==> config.mk <==
export PLATFORM = sky130hd
export DESIGN_NAME = omsp_spm_cmd_seq
export DESIGN_NICKNAME = d
export VERILOG_FILES = /design/src/rtl/omsp_spm_pkg.sv /design/src/rtl/omsp_spm_cmd_seq.sv
export SDC_FILE = /design/constraint.sdc
export NUM_CORES = 1
export LEC_CHECK = 0
export ABC_AREA = 1
export BUFFER_PORTS_ARGS = -buffer_cell sky130_fd_sc_hd__buf_2
export CORE_ASPECT_RATIO = 0.75
export CORE_MARGIN = 3
export CORE_UTILIZATION = 48
export DETAILED_ROUTE_END_ITERATION = 8
export PLACE_DENSITY_LB_ADDON = 0.1
export SLEW_MARGIN = 20
export SYNTH_ARGS = -nofsm -noshare
export SYNTH_HDL_FRONTEND = slang
export SYNTH_SLANG_ARGS = --single-unit
==> constraint.sdc <==
create_clock -name mclk -period 3.6 [get_ports mclk]
set_input_delay 0.72 -clock mclk [delete_from_list [all_inputs] [get_ports mclk]]
set_output_delay 0.72 -clock mclk [all_outputs]
set_load 0.01 [all_outputs]
==> src/rtl/omsp_spm_pkg.sv <==
// omsp_spm_pkg: shared command encodings and sequencer state type for SPM management
package omsp_spm_pkg;

    localparam logic [1:0] OP_PROTECT   = 2'b00;
    localparam logic [1:0] OP_UNPROTECT = 2'b01;
    localparam logic [1:0] OP_VERIFY    = 2'b10;
    localparam logic [1:0] OP_ILLEGAL   = 2'b11;

    typedef enum logic [3:0] {
        ST_IDLE,
        ST_UPDATE,
        ST_CHECK,
        ST_KEYREQ,
        ST_KEYWR,
        ST_CANCEL,
        ST_DISABLE,
        ST_VERIFY,
        ST_VCHECK,
        ST_DONE
    } spm_state_t;

endpackage

==> src/rtl/omsp_spm_cmd_seq.sv <==
// omsp_spm_cmd_seq: sequences protect/unprotect/verify into SPM array strobes and key writes
module omsp_spm_cmd_seq
    import omsp_spm_pkg::*;
#(
    parameter int KEY_WORDS    = 4,
    parameter int KEY_IDX_SIZE = 2,
    parameter int KEY_TIMEOUT  = 64
) (
    input  logic                    mclk,
    input  logic                    puc_rst,
    input  logic                    cmd_valid,
    input  logic [1:0]              cmd_op,
    output logic                    cmd_ready,
    output logic                    busy,
    output logic                    update_spm,
    output logic                    enable_spm,
    output logic                    disable_spm,
    output logic                    cancel_spm,
    output logic                    verify_spm,
    input  logic                    violation,
    output logic                    key_req,
    input  logic                    key_ack,
    input  logic [15:0]             key_word,
    output logic                    write_key,
    output logic [15:0]             key_in,
    output logic [KEY_IDX_SIZE-1:0] key_idx,
    output logic                    done,
    output logic                    done_ok
);

    localparam int CW = $clog2(KEY_TIMEOUT + 1);

    spm_state_t              state;
    logic [CW-1:0]           cnt;
    logic [KEY_IDX_SIZE-1:0] idx;
    logic [15:0]             key_q;
    logic                    ok;

    // Command sequencer: state walk, key capture, index/timeout counters and result
    always_ff @(posedge mclk or posedge puc_rst) begin
        if (puc_rst) begin
            state <= ST_IDLE;
            cnt   <= '0;
            idx   <= '0;
            key_q <= '0;
            ok    <= 1'b0;
        end else begin
            case (state)
                ST_IDLE: if (cmd_valid) begin
                    case (cmd_op)
                        OP_PROTECT:   state <= ST_UPDATE;
                        OP_UNPROTECT: state <= ST_DISABLE;
                        OP_VERIFY:    state <= ST_VERIFY;
                        default: begin
                            state <= ST_DONE;
                            ok    <= 1'b0;
                        end
                    endcase
                end
                ST_UPDATE: state <= ST_CHECK;
                ST_CHECK: begin
                    if (violation) state <= ST_CANCEL;
                    else begin
                        state <= ST_KEYREQ;
                        idx   <= '0;
                        cnt   <= '0;
                    end
                end
                ST_KEYREQ: begin
                    if (key_ack) begin
                        key_q <= key_word;
                        state <= ST_KEYWR;
                    end else if (cnt == CW'(KEY_TIMEOUT - 1)) state <= ST_CANCEL;
                    else cnt <= cnt + 1'b1;
                end
                ST_KEYWR: begin
                    if (idx == KEY_IDX_SIZE'(KEY_WORDS - 1)) begin
                        state <= ST_DONE;
                        ok    <= 1'b1;
                    end else begin
                        idx   <= idx + 1'b1;
                        cnt   <= '0;
                        state <= ST_KEYREQ;
                    end
                end
                ST_CANCEL: begin
                    state <= ST_DONE;
                    ok    <= 1'b0;
                end
                ST_DISABLE: begin
                    state <= ST_DONE;
                    ok    <= 1'b1;
                end
                ST_VERIFY: state <= ST_VCHECK;
                ST_VCHECK: begin
                    state <= ST_DONE;
                    ok    <= ~violation;
                end
                default: state <= ST_IDLE;
            endcase
        end
    end

    // Strobes are pure decodes of the registered state, so each lasts exactly one state-cycle
    always_comb begin
        cmd_ready   = state == ST_IDLE;
        busy        = state != ST_IDLE;
        update_spm  = state == ST_UPDATE || state == ST_CANCEL || state == ST_DISABLE;
        enable_spm  = state == ST_UPDATE;
        disable_spm = state == ST_DISABLE;
        cancel_spm  = state == ST_CANCEL;
        verify_spm  = state == ST_VERIFY;
        key_req     = state == ST_KEYREQ;
        write_key   = state == ST_KEYWR;
        key_in      = key_q;
        key_idx     = idx;
        done        = state == ST_DONE;
        done_ok     = state == ST_DONE && ok;
    end

endmodule

* Word level (Yosys, flattened, before mapping)
Cells that the tools add are included.
** Storage, ports and cells
- Bits in registers :: 30
- Word-level logic and storage cells :: 64
** Cells by class
- Add/subtract/negate cells :: 2
- Eq/ne operators :: 21
- Multiplexer cells :: 19
- Bitwise operators :: 1
- Reductions and logical operators :: 16
** Operators by type and width (count)
- 2-to-1 mux 7 bit :: 4
- one-hot mux 4 bit (7 select lines) :: 1
- one-hot mux 7 bit (3 select lines) :: 1
- equality test 4 x 3 -> 1 bit (second input constant) :: 4
- 2-to-1 mux 4 bit :: 4
- inequality test 2 bit (second input constant) :: 6
- one-hot mux 4 bit (3 select lines) :: 1
- equality test 4 x 2 -> 1 bit (second input constant) :: 2
- equality test 4 bit (second input constant) :: 2
- adder 7 x 1 -> 7 bit (second input constant) :: 1
- equality test 7 x 6 -> 1 bit (second input constant) :: 1
- OR reduction 3 bit :: 2
- one-hot mux 1 bit (5 select lines) :: 1
- AND reduction 5 bit :: 1
- nonzero test 5 bit :: 1
- equality test 2 bit (second input constant) :: 2
- equality test 4 x 1 -> 1 bit (second input constant) :: 1
- zero test 4 bit :: 1
- 2-to-1 mux 2 bit :: 2
- one-hot mux 2 bit (2 select lines) :: 1
- AND reduction 2 bit :: 2
- AND reduction 4 bit :: 1
- nonzero test 4 bit :: 1
- 2-to-1 mux 1 bit :: 3
- 12 further kinds :: 13

* Longest topological paths before layout
- Word-level depth :: 5
- Gate-level depth with buffers :: 9
- Depth with buffers taken out :: 9

* Least setup slack after synthesis
No wires, ideal clock.
- Kind :: reg-to-output
- From :: reg state[0]
- To :: out done_ok
- Arrival :: 973 ps
- Slack :: 1907 ps
- Cell stages (with the launch flop) :: 5
- Path buffers :: 0
- Cells stage by stage :: dfrtp_1 -> inv_1 -> nor2_1 -> inv_1 -> nor4_1
** Between the ends
- Word-level cells in the longest chain between the ends :: 2
** Ends and longest elaborated chain
- start: declaration :: line omsp_spm_cmd_seq.sv:33 : spm_state_t state;
- start signal: assignment :: line omsp_spm_cmd_seq.sv:42 : state <= ST_IDLE;
- start signal: assignment :: line omsp_spm_cmd_seq.sv:51 : OP_PROTECT: state <= ST_UPDATE;
- start signal: assignment :: line omsp_spm_cmd_seq.sv:52 : OP_UNPROTECT: state <= ST_DISABLE;
- equality test 4 bit :: line omsp_spm_cmd_seq.sv:118 : done_ok = state == ST_DONE && ok;
- logical AND 1 bit :: line omsp_spm_cmd_seq.sv:118
- end: declaration :: line omsp_spm_cmd_seq.sv:28 : output logic done_ok
Every way passes these cells.

* Worst setup path in the final report
- From :: reg state[1]
- To :: out cmd_ready
** Between the ends
- Word-level cells in the longest chain between the ends :: 1
** Ends and longest elaborated chain
- zero test 4 bit :: line omsp_spm_cmd_seq.sv:106 : cmd_ready = state == ST_IDLE;
- end: declaration :: line omsp_spm_cmd_seq.sv:13 : output logic cmd_ready,
Every way passes these cells.

==> metrics.txt <==
# TYPE chip_impl_metric gauge
chip_impl_metric{name="synthesis.yosys.warnings",unit=""} 0
chip_impl_metric{name="final-hold-violation-count",unit=""} 0
chip_impl_metric{name="period_minus_slack",unit="ns"} 2.17
chip_impl_metric{name="share_clk_of_total_power",unit="%"} 24.4
chip_impl_metric{name="switching_share",unit="%"} 37.4
chip_impl_metric{name="detail_route.iter0.violations",unit=""} 62
chip_impl_metric{name="antenna_left",unit=""} 0
chip_impl_metric{name="numClockSinks",unit=""} 30
chip_impl_metric{name="timing_max_transition_violations_final",unit=""} 0
chip_impl_metric{name="design.portCount",unit=""} 52
chip_impl_metric{name="insertedDiodeCount",unit=""} 0
chip_impl_info{name="status",value="finished clean"} 1
chip_impl_metric{name="fmax",unit="MHz"} 460
chip_impl_metric{name="core",unit="sq um"} 3130
chip_impl_metric{name="groute.usage.overall",unit="%"} 18.9
chip_impl_metric{name="final_nets",unit=""} 275
chip_impl_metric{name="place.gp.congestion",unit=""} 0.957
chip_impl_metric{name="ff_latch_area",unit="sq um"} 751
chip_impl_metric{name="power.density",unit="nW/um^2"} 822
chip_impl_metric{name="io_buffers",unit=""} 51
chip_impl_info{name="cts.root.buffer_cell",value="sky130_fd_sc_hd__clkbuf_8"} 1
chip_impl_metric{name="max-slew-margin-rel",unit="%"} 66.0
chip_impl_metric{name="drive_gt1_share",unit="%"} 36.3
chip_impl_metric{name="std_cell_rows",unit=""} 17
chip_impl_metric{name="met3_wirelength",unit="microns"} 327
chip_impl_metric{name="timing.critical_path.arrival",unit="ns"} 1.45
chip_impl_metric{name="first_global_vias",unit=""} 1346
chip_impl_metric{name="fillers",unit=""} 257
chip_impl_metric{name="path_max_fanout",unit=""} 6
chip_impl_metric{name="cts-resized-gates",unit=""} 0
chip_impl_metric{name="met2RoutedLength",unit="microns"} 1510
chip_impl_metric{name="detail_route.wirelength.met1",unit="microns"} 1880
chip_impl_metric{name="fin_crit_sh",unit="%"} 60.4
chip_impl_metric{name="wl",unit="microns"} 3730
chip_impl_metric{name="postLayoutSetupSlackWorst",unit="ns"} 1.43
chip_impl_info{name="critPathLaunchType",value="flop"} 1
chip_impl_metric{name="fp.dieArea",unit="sq um"} 4230
chip_impl_metric{name="synth_cell_types",unit=""} 24
chip_impl_metric{name="intPower",unit="mW"} 1.08
chip_impl_metric{name="grt_pass1_wl",unit="microns"} 6150
chip_impl_metric{name="cts_max_path_buffers",unit=""} 2
chip_impl_metric{name="synth_seq_cells",unit=""} 30
chip_impl_metric{name="cts_buffers",unit=""} 5
chip_impl_metric{name="worst_slew_pin_slew",unit="ns"} 0.510
chip_impl_metric{name="skew",unit="ns"} 0.00615
chip_impl_info{name="grt_setup_unrepaired",value="no"} 1
chip_impl_metric{name="wire_per_inst",unit="microns"} 13.1
chip_impl_metric{name="synth-seq-area-share",unit="%"} 45.0
chip_impl_metric{name="h-tree-depth",unit=""} 2
chip_impl_metric{name="post_cts_buffers",unit=""} 0
chip_impl_metric{name="worst_ep_required_time",unit="ns"} 2.88
chip_impl_metric{name="holdBufCountCts",unit=""} 0
chip_impl_metric{name="drt_pass1_iterations",unit=""} 4
chip_impl_metric{name="gr-total-overflow",unit=""} 0
chip_impl_metric{name="post_synth_instance_area",unit="sq um"} 1670
chip_impl_metric{name="grt_max_degree",unit=""} 31
chip_impl_metric{name="routed_via_density",unit=""} 5.01
chip_impl_metric{name="floorplan.initialDensity",unit="%"} 53.3
chip_impl_metric{name="synthesis.nets",unit=""} 217
chip_impl_metric{name="critical-path-max-stage-delay",unit="ns"} 0.44
chip_impl_metric{name="totalNegativeSetupSlack",unit="ns"} 0
chip_impl_metric{name="remaining_drc_errors",unit=""} 0
chip_impl_metric{name="final-setup-viol-count",unit=""} 0
chip_impl_info{name="cts_tree",value="built"} 1
chip_impl_metric{name="share_comb_of_total_power",unit="%"} 43.9
chip_impl_metric{name="synth-edff-count",unit=""} 0
chip_impl_info{name="highest_metal_layer_with_signal_wires",value="met4"} 1
chip_impl_metric{name="multi_input_comb_area",unit="sq um"} 818
chip_impl_info{name="worstSetupPathType",value="reg2out"} 1
chip_impl_metric{name="power.leakage",unit="nW"} 1.19
chip_impl_metric{name="clk_latency",unit="ns"} 0.28
chip_impl_metric{name="postSynthCellCount",unit=""} 189
chip_impl_metric{name="clk_pin_slew",unit="ns"} 0.07
chip_impl_metric{name="rr_worst_depth",unit=""} 7
chip_impl_metric{name="syn_avg_cell_area",unit="sq um"} 8.82
chip_impl_metric{name="pre_cts_slack",unit="ns"} 1.74
chip_impl_metric{name="die_width",unit="microns"} 74.1
chip_impl_info{name="timing.critical_path.cells",value="nor2_1 -> nand2_1 -> inv_2 -> buf_2"} 1
chip_impl_info{name="worst_min_path_class",value="reg2reg"} 1
chip_impl_metric{name="worst_ir_drop_vdd",unit="mV"} 0.359
chip_impl_metric{name="maxCapViolations",unit=""} 0
chip_impl_metric{name="syn_to_final_growth",unit="%"} 26.0
chip_impl_info{name="ys_dominant_reg_cell",value="sky130_fd_sc_hd__dfrtp_1"} 1
chip_impl_metric{name="whs_path_depth",unit=""} 1
chip_impl_info{name="kind_of_end_point_of_the_critical_path",value="primary output"} 1
chip_impl_metric{name="detailed_place_hpwl",unit="microns"} 2890
chip_impl_metric{name="die_h",unit="microns"} 57.1
chip_impl_info{name="critical-path-slowest-cell",value="sky130_fd_sc_hd__dfrtp_1"} 1
chip_impl_metric{name="overall_via_count_from_detail_route",unit=""} 1433
chip_impl_metric{name="power.sequential.fraction",unit="%"} 31.7
chip_impl_metric{name="p_sw",unit="mW"} 0.646
chip_impl_metric{name="initial_antenna_violation_count",unit=""} 0
chip_impl_metric{name="synth_async_sr_flop_share",unit="%"} 100
[power groups by stage]
stage	registers (mW)	clock network [mW]	logic (mW)
global route	0.563	0.444	0.843
finish	0.547	0.422	0.759
detailed placement	0.552	0	0.759
CTS	0.546	0.426	0.764
global placement	0.544	0	0.763
floorplan	0.590	0	0.477
[cell families after synthesis]
family | share of synthesized area [%]
AOI/OAI and AO/OA | 3.75
xor gates and xnor gates | 0.525
adders and majority gates | 3.75
buffers and inverters | 5.93
DFF | 45.0
muxes | 13.1
and+or+nand+nor | 28.0
[layer usage]
metal	track usage (%)	vias up
li1	-	727
met1	27.3	655
met2	25.9	49
met3	7.04	2
met4	5.94	0
met5	0	-
[sequential cells by signal (all words and copies together), names as in the netlist]
| signal | cells |
|---|---|
| cnt | 7 |
| key_in | 16 |
| state | 4 |
| key_idx | 2 |
| ok | 1 |
[cells in the final DEF, fill, tap and decap left out, drive strengths merged]
master / n
nand4: 2
nand3: 16
nand2: 51
o21ai: 7
nor2: 28
a21oi: 4
mux2: 16
inv: 21
xor2: 1
bufinv: 2
nor3: 2
or2: 1
nor3b: 1
nand3b: 1
nor4: 1
dfrtp: 30
clkbuf: 6
buf: 52
o21bai: 1
ha: 5
[cell usage after synthesis, drive strengths merged, types with 2 or more instances]
cell type | instances | area share [%]
o21ai | 7 | 2.1
a21oi | 4 | 1.2
nor3 | 2 | 0.60
nor2 | 28 | 7.7
ha | 5 | 3.8
inv | 21 | 4.7
mux2 | 16 | 13
nand2 | 51 | 13
nand4 | 2 | 0.75
nand3 | 16 | 4.8
dfrtp | 30 | 45
[final timing paths]
path	startpoint	endpoint	slack [ns]
worst max-delay path	state[1]	cmd_ready	1.43
worst min-delay path	key_in[9]	key_in[9]	0.50
worst max register to register	cnt[0]	cnt[3]	1.72
worst min register to register	key_in[9]	key_in[9]	0.50
max in group asynchronous	puc_rst	key_in[5]	2.81
min in group asynchronous	puc_rst	key_in[1]	0.51
[worst max-delay path, delay by kind of cell, from the launching register on]
family	cells	cell delay, ns
buffers and inverters	2	0.23
AND/OR/NAND/NOR	2	0.50
flip-flops	1	0.44
[area by class of cell]
cell class	count	share of cell area (%)
inverter	21	3.75
tap	38	2.26
multi-input combinational	137	39.0
timing repair buffer	52	12.5
sequential	30	35.7
clock buffer	6	3.93
clock inverter	2	2.86
[per-stage QoR]
step	util [%]	instance area [sq um]	power, mW	hold WS (ns)	cells
floorplan	-	1670	1.07	0.464	189
global placement	62.6	1960	1.31	0.481	278
detailed placement	62.6	1960	1.31	0.490	278
CTS	67.2	2100	1.74	0.505	286
global route	67.2	2100	1.85	0.516	286
finish	67.2	2100	1.73	0.503	286
Note: power is estimated with default switching activity, not from simulation.
